`src/rtl/nonce_sweep_ctrl.sv`:
```
// nonce_sweep_ctrl: latches header/target/nonce range, launches the hash core once per nonce and checks each hash against the target; ports: start/header_in/nonce_first/nonce_last/target_in in, core_* handshake to the hash core, busy/done/found/exhausted/timeout_err/hit_*/attempts/hits status out
module nonce_sweep_ctrl #(
  parameter int HDR_BYTES   = 12,
  parameter int NONCE_BYTES = 4,
  parameter int HASH_BYTES  = 3,
  parameter int TGT_BYTES   = 1,
  parameter int STOP_ON_HIT = 1,
  parameter int TIMEOUT_CYC = 64,
  parameter int ATT_W       = 16
) (
  input  logic                   clk,
  input  logic                   reset,
  input  logic                   start,
  input  logic [HDR_BYTES*8-1:0] header_in,
  input  logic [NONCE_BYTES*8-1:0] nonce_first,
  input  logic [NONCE_BYTES*8-1:0] nonce_last,
  input  logic [TGT_BYTES*8-1:0] target_in,
  output logic                   core_start,
  output logic [HDR_BYTES*8-1:0] core_header,
  output logic [NONCE_BYTES*8-1:0] core_nonce,
  output logic [TGT_BYTES*8-1:0] core_target,
  input  logic                   core_done,
  input  logic [HASH_BYTES*8-1:0] core_hash,
  output logic                   busy,
  output logic                   done,
  output logic                   found,
  output logic                   exhausted,
  output logic                   timeout_err,
  output logic [NONCE_BYTES*8-1:0] hit_nonce,
  output logic [HASH_BYTES*8-1:0] hit_hash,
  output logic [ATT_W-1:0]       attempts,
  output logic [ATT_W-1:0]       hits
);
  localparam int NW = 8*NONCE_BYTES;
  localparam int HW = 8*HASH_BYTES;
  localparam int TW = 8*TGT_BYTES;
  localparam int TMW = $clog2(TIMEOUT_CYC+1);
  localparam logic SOH = STOP_ON_HIT != 0;
  typedef enum logic [2:0] {S_IDLE, S_LOAD, S_LAUNCH, S_WAIT, S_CHECK, S_DONE} state_t;
  state_t state_q, state_d;
  logic [HDR_BYTES*8-1:0] header_q;
  logic [NW-1:0] nonce_q, last_q, hit_nonce_q;
  logic [TW-1:0] target_q;
  logic [HW-1:0] hash_q, hit_hash_q;
  logic [ATT_W-1:0] attempts_q, hits_q;
  logic [TMW-1:0] timer_q;
  logic found_q, exhausted_q, timeout_q, hit, tmo;
  assign hit = hash_q[HW-1 -: TW] < target_q;
  assign tmo = timer_q == TMW'(TIMEOUT_CYC-1);
  always_ff @(posedge clk)
    if (reset) state_q <= S_IDLE;
    else state_q <= state_d;
  always_comb begin
    state_d = state_q;
    case (state_q)
      S_IDLE:   state_d = start ? S_LOAD : S_IDLE;
      S_LOAD:   state_d = nonce_q > last_q ? S_DONE : S_LAUNCH;
      S_LAUNCH: state_d = S_WAIT;
      S_WAIT:   state_d = core_done ? S_CHECK : tmo ? S_DONE : S_WAIT;
      S_CHECK:  state_d = (hit && SOH) || nonce_q == last_q ? S_DONE : S_LAUNCH;
      default:  state_d = S_IDLE;
    endcase
  end
  always_comb begin
    core_start = state_q == S_LAUNCH;
    busy = state_q inside {S_LOAD, S_LAUNCH, S_WAIT, S_CHECK};
    done = state_q == S_DONE;
  end
  always_ff @(posedge clk) begin
    if (reset) begin
      header_q    <= '0;
      nonce_q     <= '0;
      last_q      <= '0;
      target_q    <= '0;
      hash_q      <= '0;
      hit_nonce_q <= '0;
      hit_hash_q  <= '0;
      attempts_q  <= '0;
      hits_q      <= '0;
      timer_q     <= '0;
      found_q     <= 1'b0;
      exhausted_q <= 1'b0;
      timeout_q   <= 1'b0;
    end else begin
      case (state_q)
        S_IDLE: if (start) begin
          header_q    <= header_in;
          nonce_q     <= nonce_first;
          last_q      <= nonce_last;
          target_q    <= target_in;
          hit_nonce_q <= '0;
          hit_hash_q  <= '0;
          attempts_q  <= '0;
          hits_q      <= '0;
          found_q     <= 1'b0;
          exhausted_q <= 1'b0;
          timeout_q   <= 1'b0;
        end
        S_LOAD: if (nonce_q > last_q) exhausted_q <= 1'b1;
        S_LAUNCH: begin
          attempts_q <= attempts_q == '1 ? attempts_q : attempts_q + ATT_W'(1);
          timer_q    <= '0;
        end
        S_WAIT: begin
          if (core_done) hash_q <= core_hash;
          else if (tmo) timeout_q <= 1'b1;
          else timer_q <= timer_q + TMW'(1);
        end
        S_CHECK: begin
          if (hit) begin
            hits_q  <= hits_q == '1 ? hits_q : hits_q + ATT_W'(1);
            found_q <= 1'b1;
            if (!found_q) begin
              hit_nonce_q <= nonce_q;
              hit_hash_q  <= hash_q;
            end
          end
          // the last nonce never increments, so an all-ones range end cannot wrap
          if (!(hit && SOH)) begin
            if (nonce_q == last_q) exhausted_q <= 1'b1;
            else nonce_q <= nonce_q + NW'(1);
          end
        end
        default: ;
      endcase
    end
  end
  assign core_header = header_q;
  assign core_nonce  = nonce_q;
  assign core_target = target_q;
  assign found       = found_q;
  assign exhausted   = exhausted_q;
  assign timeout_err = timeout_q;
  assign hit_nonce   = hit_nonce_q;
  assign hit_hash    = hit_hash_q;
  assign attempts    = attempts_q;
  assign hits        = hits_q;
endmodule

```
`config.mk`:
```
export PLATFORM = sky130hd
export DESIGN_NAME = nonce_sweep_ctrl
export DESIGN_NICKNAME = d
export VERILOG_FILES = /design/src/rtl/nonce_sweep_ctrl.sv
export SDC_FILE = /design/constraint.sdc
export NUM_CORES = 1
export LEC_CHECK = 0
export CAP_MARGIN = 20
export CORE_UTILIZATION = 42
export CTS_BUF_LIST = sky130_fd_sc_hd__clkbuf_16
export CTS_CLUSTER_DIAMETER = 80
export DETAILED_ROUTE_END_ITERATION = 8
export PLACE_DENSITY = 0.87
export RECOVER_POWER = 25
export SYNTH_ARGS = -nofsm -noshare
export SYNTH_HDL_FRONTEND = slang
export SYNTH_SLANG_ARGS = --single-unit
```
`constraint.sdc`:
```
create_clock -name clk -period 2.3 [get_ports clk]
set_clock_uncertainty 0.05 [all_clocks]
set_input_delay 0.345 -clock clk [delete_from_list [all_inputs] [get_ports clk]]
set_output_delay 0.345 -clock clk [all_outputs]
set_load 0.03 [all_outputs]
```
==> results.cfg <==
[worst_setup_path]
end_kind = flip-flop
worst-setup-path-type = flip-flop to flip-flop
critPathArrivalTime_ns = 2.71
crit_path_max_fanout = 7
required_ns = 2.66
path_cells = ha_1 -> nand4_1 -> nor4_4 -> buf_4 -> and2_4 -> o31ai_4 -> buf_6 -> clkbuf_16 -> a21oi_1 -> a211oi_2
critPathSlowestCell = dfxtp_1
slowest_delay_ns = 0.35
worstSetupStartpointType = flip-flop

[clock_tree]
clockRootBuffer = clkbuf_16
ctsHtreeMaxLevel = 2
cts_hold_buf = 0
path_clk_slew_ns = 0.06
cts_tree = built
clk_path_buf_depth = 3
cts_sinks = 293
cts_buffers = 34
clk_latency_ns = 0.52

[floorplan]
die_h_um = 176
io_pins = 426
dieWidth_um = 176
core_um2 = 29700
rows = 63
die_area_um2 = 31000
start_util_pct = 42.9

[yosys]
synthFlopType = dfxtp_1
synth-seq-area-share_pct = 46.0
synth_seq_cells = 293
synthesis.nets = 1867
synth.avg_cell_area_um2 = 7.83
synth_area_leaders = dfxtp_1 (46%), nand2_1 (13%), a21oi_1 (11%)
synth_warnings = 0
synth_cell_types = 72
synth-edff-count = 0
syn-cell-area_um2 = 12700
ys_async_sr_fraction_pct = 0
synth_top_cell_area_share_pct = 46.0
synth_cells = 1628
synth_area_leader_cell = dfxtp_1

[routing]
final_antenna_net_count = 0
totalWireLength_um = 46200
via_count = 13900
wl_per_cell_um = 18.5
detail_route.first_pass.iterations = 7
viasPerCell = 5.55
drtIter0Drc = 1105
drc = 0

[hold_path]
hold_class = input port to flip-flop

[grt]
grt_pass1_wl_um = 68700
antenna_found_initial = 5
grt_max_degree = 119
track_usage_pct = 27.6
gr-total-overflow = 0
grt_pass1_vias = 13300

[timing]
setup_viol = 7
hold_violations = 0
max_freq_ghz = 0.426
max-slew-margin-rel_pct = 58.5
period_share_pct = 102
slew_viol_final = 0
finalWorstSetupSlack_ns = -0.0476
rsz0062_at_grt = true
tns_ns = -0.135
tightest_slew_ns = 0.622
min_period_ns = 2.35

[final_layout]
finalNetCount = 2319
final_util_pct = 65.4
fillers = 2309
syn_to_final_growth_pct = 52.5
mostFrequentLayoutCells = nand2_1 (449), clkdlybuf4s50_1 (419), a21oi_1 (278)
drive_gt1_share_pct = 11.8
final_common_cell = nand2_1

[run]
cap_violations = 0

[place]
place.gp.congestion = 0.904
placement.io_buffers = 425
dpl.hpwl_um = 31600
place_ws_ns = -0.0779

[power_and_ir_drop]
power_w = 0.0211
power.density_nw_per_um2 = 1080
leakagePower_nw = 7.09
irDropWorstVdd_mv = 0.775

[run_status]
violations = setup timing
outcome = finished with violations
==> power by group <==
| part | leakage [nW] | switching [W] | internal, W |
|---|---|---|---|
| Clock | 0.512 | 0.00212 | 0.00280 |
| Combinational | 4.18 | 0.00569 | 0.00388 |
| Sequential | 2.40 | 0.000642 | 0.00594 |
==> flip-flops by register name, indices dropped and copies added (netlist names) <==
name         cells
state_q          3
core_nonce      32
hit_hash        24
core_target      8
found            1
last_q          32
attempts        16
exhausted        1
timeout_err      1
hit_nonce       32
timer_q          7
hits            16
hash_q          24
core_header     96
==> worst max-delay path, delay by kind of cell, from the launching register on <==
kind	cells	cell delay, ns
and+or+nand+nor	3	0.40
buffers and inverters	3	0.50
DFF	1	0.35
adders and majority gates	1	0.33
AOI/OAI and AO/OA	3	0.62
==> stage by stage <==
stage / hold slack [ns] / cell area (um2) / instances
after floorplan: 0.382 / 12700 / 1628
after global placement: 0.386 / 17800 / 2411
after detailed placement: 0.395 / 17800 / 2411
after CTS: 0.0962 / 18800 / 2470
after global routing: 0.120 / 19400 / 2495
final: 0.113 / 19400 / 2495
==> cell type report <==
type	count	area, um2	share of cell area [%]
Tap cell	390	488	2.51
Antenna cell	4	10.0	0.0515
Clock buffer	34	851	4.38
Clock inverter	23	145	0.747
Multi-Input combinational cell	1181	6600	34.0
Inverter	44	165	0.850
Timing Repair Buffer	526	5280	27.2
Sequential cell	293	5900	30.3
==> logic make-up after synthesis <==
family          count (synthesis)  synth area share [%]
compound gates                393                  17.4
xor+xnor                       27                  1.86
fa+ha+maj                      43                  4.22
buf+inv                       155                  4.87
flops                         293                  46.0
mux                             2                 0.157
simple gates                  715                  25.4
==> Yosys cell counts, types with 6 or more instances <==
cell type	number
nor2_1	55
and3_1	14
buf_1	6
o21ai_1	6
nand3_1	87
buf_2	24
nor3_1	15
and4_1	6
a211oi_1	10
nand4_1	30
nand2_1	450
or3_1	7
xor2_1	20
inv_1	44
and2_1	10
o31ai_1	10
o211ai_1	7
xnor2_1	7
dfxtp_1	293
clkbuf_1	78
o21ai_0	35
a21oi_1	284
ha_1	43
==> final timing paths <==
kind | start | endpoint | slack [ns] | cells past startpoint
setup / recovery | core_nonce[24] | core_nonce[16] | -0.05 | 10
hold / removal | reset | hit_nonce[2] | 0.11 | 2
setup reg to reg | core_nonce[24] | core_nonce[16] | -0.05 | 10
hold reg to reg | hash_q[1] | hit_hash[1] | 0.38 | 2
==> timing repair <==
item	CTS	global route
pin swaps	4	33
setup endpoints to repair	39	104
cloned	1	7
gates resized for setup	7	89
setup buffers	1	14
==> per-layer routing <==
layer  track usage [%]  wire, um
met5                 0         8
met4              14.5      2260
met2              46.7     22200
met1              32.4     17500
met3              6.42      4240
No activity file was read; power rests on OpenSTA's default activity.
